[config.mk]
export PLATFORM = sky130hd
export DESIGN_NAME = ysyx_25040129_ifu
export DESIGN_NICKNAME = d
export VERILOG_FILES = /design/src/rtl/ysyx_25040129_ifu.sv
export SDC_FILE = /design/constraint.sdc
export NUM_CORES = 1
export LEC_CHECK = 0
export CAP_MARGIN = 25
export CORE_MARGIN = 3
export CORE_UTILIZATION = 49
export CTS_BUF_LIST = sky130_fd_sc_hd__clkbuf_4
export DETAILED_ROUTE_END_ITERATION = 12
export PLACE_DENSITY = 0.82
export SLEW_MARGIN = 15
export SYNTH_ARGS = -nofsm -noshare
export SYNTH_HDL_FRONTEND = slang
export SYNTH_SLANG_ARGS = --single-unit
[constraint.sdc]
create_clock -name clk -period 7.3 [get_ports clk]
set_input_delay 2.19 -clock clk [delete_from_list [all_inputs] [get_ports clk]]
set_output_delay 2.19 -clock clk [all_outputs]
set_load 0.02 [all_outputs]
[src/rtl/ysyx_25040129_ifu.sv]
// Instruction fetch unit: owns the PC, issues one AXI-Lite read per instruction
// to the ICACHE and hands each fetched word to the IDU over valid/ready.
module ysyx_25040129_ifu #(
    parameter logic [31:0] RESET_PC = 32'h3000_0000
) (
    input  logic        clk,
    input  logic        rst,
    output logic [31:0] ifu_araddr,
    output logic        ifu_arvalid,
    input  logic        ifu_arready,
    input  logic [31:0] ifu_rdata,
    input  logic [1:0]  ifu_rresp,
    input  logic        ifu_rvalid,
    output logic        ifu_rready,
    output logic        fence_i,
    output logic        inst_valid,
    input  logic        inst_ready,
    output logic [31:0] inst,
    output logic [31:0] inst_pc,
    output logic        inst_fault,
    input  logic        redirect_valid,
    input  logic [31:0] redirect_pc,
    input  logic        fence_i_req
);
    localparam int unsigned XLEN = 32;

    typedef enum logic [2:0] {
        S_BOOT,
        S_REQ,
        S_WAIT,
        S_OUT,
        S_FENCE
    } state_e;

    state_e            state_q, state_d;
    logic [XLEN-1:0]   pc_q, pc_d;
    logic [XLEN-1:0]   araddr_q, araddr_d;
    logic [XLEN-1:0]   inst_q, inst_d;
    logic [XLEN-1:0]   inst_pc_q, inst_pc_d;
    logic              fault_q, fault_d;
    logic              drop_q, drop_d;
    logic              pend_fence_q, pend_fence_d;
    logic              arvalid_q, arvalid_d;
    logic              rready_q, rready_d;
    logic              ivalid_q, ivalid_d;
    logic              fence_q, fence_d;

    // Next-state, PC and payload computation
    always_comb begin
        state_d      = state_q;
        pc_d         = pc_q;
        inst_d       = inst_q;
        inst_pc_d    = inst_pc_q;
        fault_d      = fault_q;
        drop_d       = drop_q;
        pend_fence_d = pend_fence_q;

        if (redirect_valid) begin
            pc_d         = redirect_pc;
            pend_fence_d = fence_i_req;
        end

        case (state_q)
            S_BOOT: state_d = pend_fence_d ? S_FENCE : S_REQ;
            S_REQ: begin
                if (arvalid_q) begin
                    // An issued address is never withdrawn; a redirect only marks it stale.
                    if (redirect_valid) drop_d = 1'b1;
                    if (ifu_arready)    state_d = S_WAIT;
                end else if (redirect_valid) begin
                    state_d = pend_fence_d ? S_FENCE : S_REQ;
                end else begin
                    // Misaligned PC: report a fault without touching the bus.
                    state_d   = S_OUT;
                    inst_d    = '0;
                    fault_d   = 1'b1;
                    inst_pc_d = pc_q;
                end
            end
            S_WAIT: begin
                if (ifu_rvalid) begin
                    if (drop_q || redirect_valid) begin
                        drop_d  = 1'b0;
                        state_d = pend_fence_d ? S_FENCE : S_REQ;
                    end else begin
                        inst_d    = ifu_rdata;
                        fault_d   = (ifu_rresp != 2'b00);
                        inst_pc_d = pc_q;
                        state_d   = S_OUT;
                    end
                end else if (redirect_valid) begin
                    drop_d = 1'b1;
                end
            end
            S_OUT: begin
                if (redirect_valid) begin
                    state_d = pend_fence_d ? S_FENCE : S_REQ;
                end else if (inst_ready) begin
                    pc_d    = pc_q + XLEN'(4);
                    state_d = S_REQ;
                end
            end
            S_FENCE: begin
                if (!redirect_valid) pend_fence_d = 1'b0;
                state_d = pend_fence_d ? S_FENCE : S_REQ;
            end
            default: state_d = S_BOOT;
        endcase
    end

    // Registered bus/handshake outputs decoded from the next state
    always_comb begin
        arvalid_d = (state_d == S_REQ) && (arvalid_q || (pc_d[1:0] == 2'b00));
        araddr_d  = arvalid_q ? araddr_q : pc_d;
        rready_d  = (state_d == S_WAIT);
        ivalid_d  = (state_d == S_OUT);
        fence_d   = (state_d == S_FENCE);
    end

    always_ff @(posedge clk or posedge rst) begin
        if (rst) begin
            state_q      <= S_BOOT;
            pc_q         <= RESET_PC;
            araddr_q     <= '0;
            inst_q       <= '0;
            inst_pc_q    <= '0;
            fault_q      <= 1'b0;
            drop_q       <= 1'b0;
            pend_fence_q <= 1'b0;
            arvalid_q    <= 1'b0;
            rready_q     <= 1'b0;
            ivalid_q     <= 1'b0;
            fence_q      <= 1'b0;
        end else begin
            state_q      <= state_d;
            pc_q         <= pc_d;
            araddr_q     <= araddr_d;
            inst_q       <= inst_d;
            inst_pc_q    <= inst_pc_d;
            fault_q      <= fault_d;
            drop_q       <= drop_d;
            pend_fence_q <= pend_fence_d;
            arvalid_q    <= arvalid_d;
            rready_q     <= rready_d;
            ivalid_q     <= ivalid_d;
            fence_q      <= fence_d;
        end
    end

    assign ifu_araddr  = araddr_q;
    assign ifu_arvalid = arvalid_q;
    assign ifu_rready  = rready_q;
    assign fence_i     = fence_q;
    assign inst_valid  = ivalid_q;
    assign inst        = inst_q;
    assign inst_pc     = inst_pc_q;
    assign inst_fault  = fault_q;

endmodule

Word-level counts from Yosys, hierarchy flattened
Cells that the tools add are included.
- bits in registers: 138
- word-level logic and storage cells: 74
- output and inout bits: 101
- multiplexer cells: 38
- reduce and logical (&&, ||, !) cells: 9
- add/sub/neg operators: 1
- equality and inequality tests: 14
- operators by type and width (kind ; count):
    32-bit two-way mux ; 12
    32-bit case mux with 2 select lines ; 2
    32-bit by 3-bit adder with 32-bit output, second input constant ; 1
    3-bit two-way mux ; 9
    3-bit case mux with 5 select lines ; 1
    3-bit by 2-bit == test with 1-bit output, second input constant ; 4
    1-bit two-way mux ; 12
    2-bit != test, second input constant ; 5
    3-bit by 1-bit == test with 1-bit output, second input constant ; 2
    3-bit == test, second input constant ; 2
    5-bit AND reduction ; 1
    1-bit case mux with 2 select lines ; 2
    2-bit nonzero test ; 2
    3-bit zero test ; 1
    3-bit != test, second input constant ; 1
    3-bit AND reduction ; 1
    2-bit zero test ; 1
    1-bit logical OR ; 2
    1-bit logical AND ; 1

Longest topological paths before layout
- depth after elaboration: 7
- depth in mapped cells: 8
- mapped depth without buffers: 6

Worst setup path before layout
Ideal clock, no wire load.
- path kind: input to register
- start: input inst_ready
- end: register araddr_q[25], in the netlist ifu_araddr[25]
- path slack: 3.347 ns
- stages on the path: 6
- library setup time: 0.125 ns
- arrival time: 3.828 ns
- path buffers: 1
- cell sequence: clkbuf_1 -> nand4b_1 -> or3_1 -> o31a_1 -> a211o_1 -> mux2_2
- word-level cells in the longest chain between the ends: 3
- ends and longest elaborated chain (item ; line ; RTL):
    from (decl) ; 17 ; input logic inst_ready,
    32-bit two-way mux ; 98 ; end else if (inst_ready) begin
    32-bit two-way mux ; 96 ; if (redirect_valid) begin
    32-bit two-way mux ; 63 ; case (state_q)
    named net pc_d[25] ; 36 ; logic [XLEN-1:0] pc_q, pc_d;
    to (signal assigned) ; 137 ; araddr_q <= araddr_d;
    to (decl) ; 37 ; logic [XLEN-1:0] araddr_q, araddr_d;
The timed path passes the listed nets, and every way through them passes these cells.
A chain may end at the register's enable or synchronous reset.

Worst setup path after layout
- start: input redirect_valid
- end: register inst_pc_q[13], in the netlist inst_pc[13]
- word-level cells in the longest chain between the ends: 3
- elaborated cells between the ends (all ways): 4
- classes of those cells: eq/ne: 2; reduce/logical: 2
- ends and longest elaborated chain (item ; line ; RTL):
    from (decl) ; 21 ; input logic redirect_valid,
    1-bit logical OR ; 82 ; if (drop_q || redirect_valid) begin
    2-bit != test (no source line) ; -- ;
    5-bit AND reduction (no source line) * ; -- ;
    to (signal assigned) ; 139 ; inst_pc_q <= inst_pc_d;
    to (decl) ; 39 ; logic [XLEN-1:0] inst_pc_q, inst_pc_d;
Mark *: on every way between the ends. The rest lies on a longest branch, timed or not.

==> results.md <==
- The flow ran to the end, and the final reports show no timing, DRC or antenna violations.
- The total die area is 13800 um2.
- After detailed routing, the average wire length per cell comes to 19.2 um.
- The post-cts repair resize count is 0.
- The category of the worst setup path launch point is an input port.
- The power density of the placed cells is 359 nW/um2.
- After routing, the total negative slack on setup checks comes to 0 ns.
- The remaining global-route overflow is 0.
- The number of antenna violations at the first check in global routing was 0.
- After detailed routing, the total wire length is 16.9 mm.
- OpenSTA, run right after detailed placement, puts the worst setup slack at 2.37 ns.
- TritonCTS built the clock tree.
- The slew of the pin with the lowest slew margin is 0.867 ns.
- In this run the deepest clock path goes through 2 buffers.
- The remaining routing DRC violations is 0.
- The wire-length estimate of the detail-placed layout is 12.0 mm.
- After clock tree synthesis, the clock-pin slew on the worst setup and hold paths is 0.11 ns.
- The path class of the tightest hold or removal check is reg2reg.
- For this run, the top clock speed supported by timing is 0.227 GHz.
- Clock tree synthesis inserted a total of 17 buffers.
- The mean instance size in the synthesized netlist is 11.3 um2.
- At the end of the flow, the number of nets in the layout was 777.
- The number of register bits inferred by synthesis is 138.
- The routed layout has 5289 vias.
- The clock drives 138 sinks.
- The horizontal die dimension is 117 um.
- The proportion of register bits with asynchronous set or reset after synthesis is 100%.
- Setup repair after global routing left no endpoint under its margin.
- The final number of hold-violating endpoints is 0.
- The category of the critical setup timing path is in2reg.
- The total placed cells including tap cells is 851.
- The number of warnings issued by yosys is 0.
- The number of detailed-routing iterations run before antenna repair is 6.
- The setup violation total in the final timing report is 0.
- The utilization after layout is 68.4%.
- Synthesis instantiated 60 different standard cells from the library.
- After synthesis, the largest area contributor takes up 56.0% of total cell area.
- The multi-input combinational cells in the finished layout cover a total of 2460 um2.
- In this run the static leakage power is 3.34 nW.
- The first global-routing pass estimated 27.6 mm of wire.
- The worst-case hold slack is 0.499 ns.
- Fill cells in the final layout number 922.
- The residual antenna-violating net count after detailed routing is 0.
- In the global route stage, overall resource usage came out at 24.8%.
- The critical-path maximum fanout is 55.
- The violation count after the first detailed-routing iteration is 535.
- The H-tree was split into 4 levels.
- The data required time at the worst endpoint is 7.73 ns.
- The max-slew violation count is 0.
- The routed length on met2 is 8.18 mm.
- After clock tree synthesis, the flow added hold-fix buffers numbering 0.
- By count the netlist is led by 136 x sky130_fd_sc_hd__dfrtp_1, 52 x sky130_fd_sc_hd__nor2_1, 48 x sky130_fd_sc_hd__mux2_2.
- The number of antenna diodes in the final layout is 0.
- The die is 117 um tall.
- The headroom to the max-slew limit is 42.2%.
- After detailed routing, the number of vias per cell comes to 5.98.
- The worst path in the final design needs a cycle of 4.40 ns, including I/O delays and setup.
- The arrival time at the worst endpoint is 4.83 ns.
- sky130_fd_sc_hd__dfrtp_1 is the most common cell in the netlist.
- The insertion delay of the later-clocked pin in the worst-skew pair is 0.54 ns.
- The number of max-capacitance violations reported is 0.
- Across all setup checks in the final design, the least slack found is 2.90 ns.
- The finished layout holds 884 standard cells, fillers aside.
- The total setup buffers inserted after CTS is 0.
- The cell count after synthesis came out at 539.
- The share of layout cells above drive strength 1 is 13.4%.
- The via count of the first global-routing pass is 5266.
- The routed metal-1 wirelength is 7.02 mm.
- For this configuration, the core starts out at a cell density of 50.3%.
- The synthesized design contains 0 enable-type register cells.
- The sequential cell area fraction in the yosys report is 56.9%.
- The worst-case vdd ir drop is 0.000196 V.
- After detailed routing, the met3 layer carries 1.42 mm of wire.
- The count of input and output buffers is 173.
- The pin count of the biggest net entering global routing is 91.
- The top layer reached by signal wires is met4.
- The area of the placeable core is 12100 um2.
- The largest clock skew in the final design is 0.0252 ns.
- The mapped cell area is 6070 um2.
- The dominant register cell in the synthesized netlist is sky130_fd_sc_hd__dfrtp_1.
- Compared with the post-synthesis result, the final layout area differs by 36.0%.
- After synthesis, the cell types taking the most area are sky130_fd_sc_hd__dfrtp_1 56%, sky130_fd_sc_hd__mux2_2 8.9%, sky130_fd_sc_hd__a22o_1 4.8%, sky130_fd_sc_hd__nor2_1 3.2%, sky130_fd_sc_hd__nand2_1 2.7%.
- Across the whole layout, storage elements account for 3460 um2.
- The cell at the root of the clock tree is sky130_fd_sc_hd__clkbuf_4.
- The sort of element at the end of the critical path is a flop.
- The post-route fraction of the period consumed by the critical path is 60.3%.
- The number of ports placed on the die boundary is 174.
- The cell type with the highest aggregate area in the netlist is sky130_fd_sc_hd__dfrtp_1.
- The number of nets in the synthesized netlist is 613.
- The placer's final routability congestion estimate is 0.897.
- The initialized floorplan defines 40 standard-cell rows.
[state kept, by name, indices dropped and copies added (netlist names)]
register / count
drop_q: 1
fence_i: 1
ifu_araddr: 32
ifu_arvalid: 1
ifu_rready: 1
inst: 32
inst_fault: 1
inst_pc: 32
inst_valid: 1
pc_q: 32
pend_fence_q: 1
state_q: 3
[through the flow]
stage | power (W) | cell area [um2]
floorplan | 0.00186 | 6070
global placement | 0.00243 | 7940
detailed placement | 0.00247 | 7940
CTS | 0.00298 | 8230
global route | 0.00312 | 8260
finish | 0.00297 | 8260
[cell usage in the layout (no fill, tap or decap), types with 3 or more instances in the layout]
master | synthesis | layout
sky130_fd_sc_hd__inv_1 | 14 | 13
sky130_fd_sc_hd__bufinv_16 | 0 | 3
sky130_fd_sc_hd__and3_1 | 6 | 6
sky130_fd_sc_hd__clkdlybuf4s50_1 | 0 | 172
sky130_fd_sc_hd__nor3_1 | 18 | 18
sky130_fd_sc_hd__nor4_1 | 8 | 8
sky130_fd_sc_hd__a311oi_1 | 10 | 10
sky130_fd_sc_hd__or3_1 | 3 | 3
sky130_fd_sc_hd__nand4_1 | 15 | 15
sky130_fd_sc_hd__a211oi_1 | 5 | 5
sky130_fd_sc_hd__clkinv_1 | 0 | 4
sky130_fd_sc_hd__clkbuf_4 | 0 | 21
sky130_fd_sc_hd__nand2b_1 | 5 | 5
sky130_fd_sc_hd__dfrtp_1 | 136 | 135
sky130_fd_sc_hd__o31ai_1 | 14 | 14
sky130_fd_sc_hd__mux2_2 | 48 | 48
sky130_fd_sc_hd__clkinv_2 | 0 | 3
sky130_fd_sc_hd__nand2_1 | 43 | 43
sky130_fd_sc_hd__a21oi_1 | 10 | 10
sky130_fd_sc_hd__o22ai_1 | 4 | 4
sky130_fd_sc_hd__nand3_1 | 9 | 9
sky130_fd_sc_hd__o21ai_0 | 10 | 10
sky130_fd_sc_hd__a22o_1 | 33 | 33
sky130_fd_sc_hd__o31a_1 | 4 | 4
sky130_fd_sc_hd__buf_4 | 0 | 5
sky130_fd_sc_hd__nor2_1 | 52 | 52
sky130_fd_sc_hd__a221oi_1 | 3 | 3
sky130_fd_sc_hd__nor2b_1 | 4 | 4
sky130_fd_sc_hd__o41ai_1 | 5 | 5
sky130_fd_sc_hd__and4_1 | 3 | 3
[worst paths after layout]
check                                from        endpoint  slack (ns)  cells after the start
max                        redirect_valid     inst_pc[13]        2.90                      6
max reg2reg                    state_q[0]     inst_pc[13]        4.64                      5
min reg2reg                 ifu_araddr[8]   ifu_araddr[8]        0.50                      2
min                         ifu_araddr[8]   ifu_araddr[8]        0.50                      2
max in group asynchronous             rst  ifu_araddr[12]        3.97                      4
min in group asynchronous             rst         pc_q[0]        2.04                      2
[cell type report]
class | instances | area share (%)
Clock buffer | 21 | 1.91
Clock inverter | 11 | 1.55
Inverter | 14 | 0.667
Multi-Input combinational cell | 353 | 29.8
Sequential cell | 138 | 41.9
Tap cell | 168 | 2.55
Timing Repair Buffer | 179 | 21.7
[report_power, final]
part / internal [W] / total [W] / leakage (nW) / switching [W]
clock network: 0.000246 / 0.000508 / 0.157 / 0.000261
logic: 0.000635 / 0.00128 / 1.51 / 0.000642
registers: 0.00100 / 0.00118 / 1.67 / 0.000179
total: 0.00188 / 0.00297 / 3.34 / 0.00108
[critical path, stage by stage]
cell and delay (ns):
sky130_fd_sc_hd__buf_2 0.08, sky130_fd_sc_hd__buf_4 0.49, sky130_fd_sc_hd__inv_1 0.58, sky130_fd_sc_hd__o2111ai_4 0.42, sky130_fd_sc_hd__buf_4 0.60, sky130_fd_sc_hd__mux2_2 0.40
[logic make-up after synthesis]
group / share of synthesized area [%]
adder cells (fa/ha/maj): 0.206
XOR/XNOR: 0.144
buffers and inverters: 3.03
flip-flops: 56.9
multiplexers: 9.23
AND/OR/NAND/NOR: 14.8
AO/OA/AOI/OAI: 15.6
[metal layers]
layer | up-vias | GRT usage (%)
li1 | 2344 | -
met1 | 2599 | 32.7
met2 | 305 | 40.4
met3 | 41 | 7.04
met4 | 0 | 7.04
met5 | - | 0
Power figures use the tool's default switching activity.
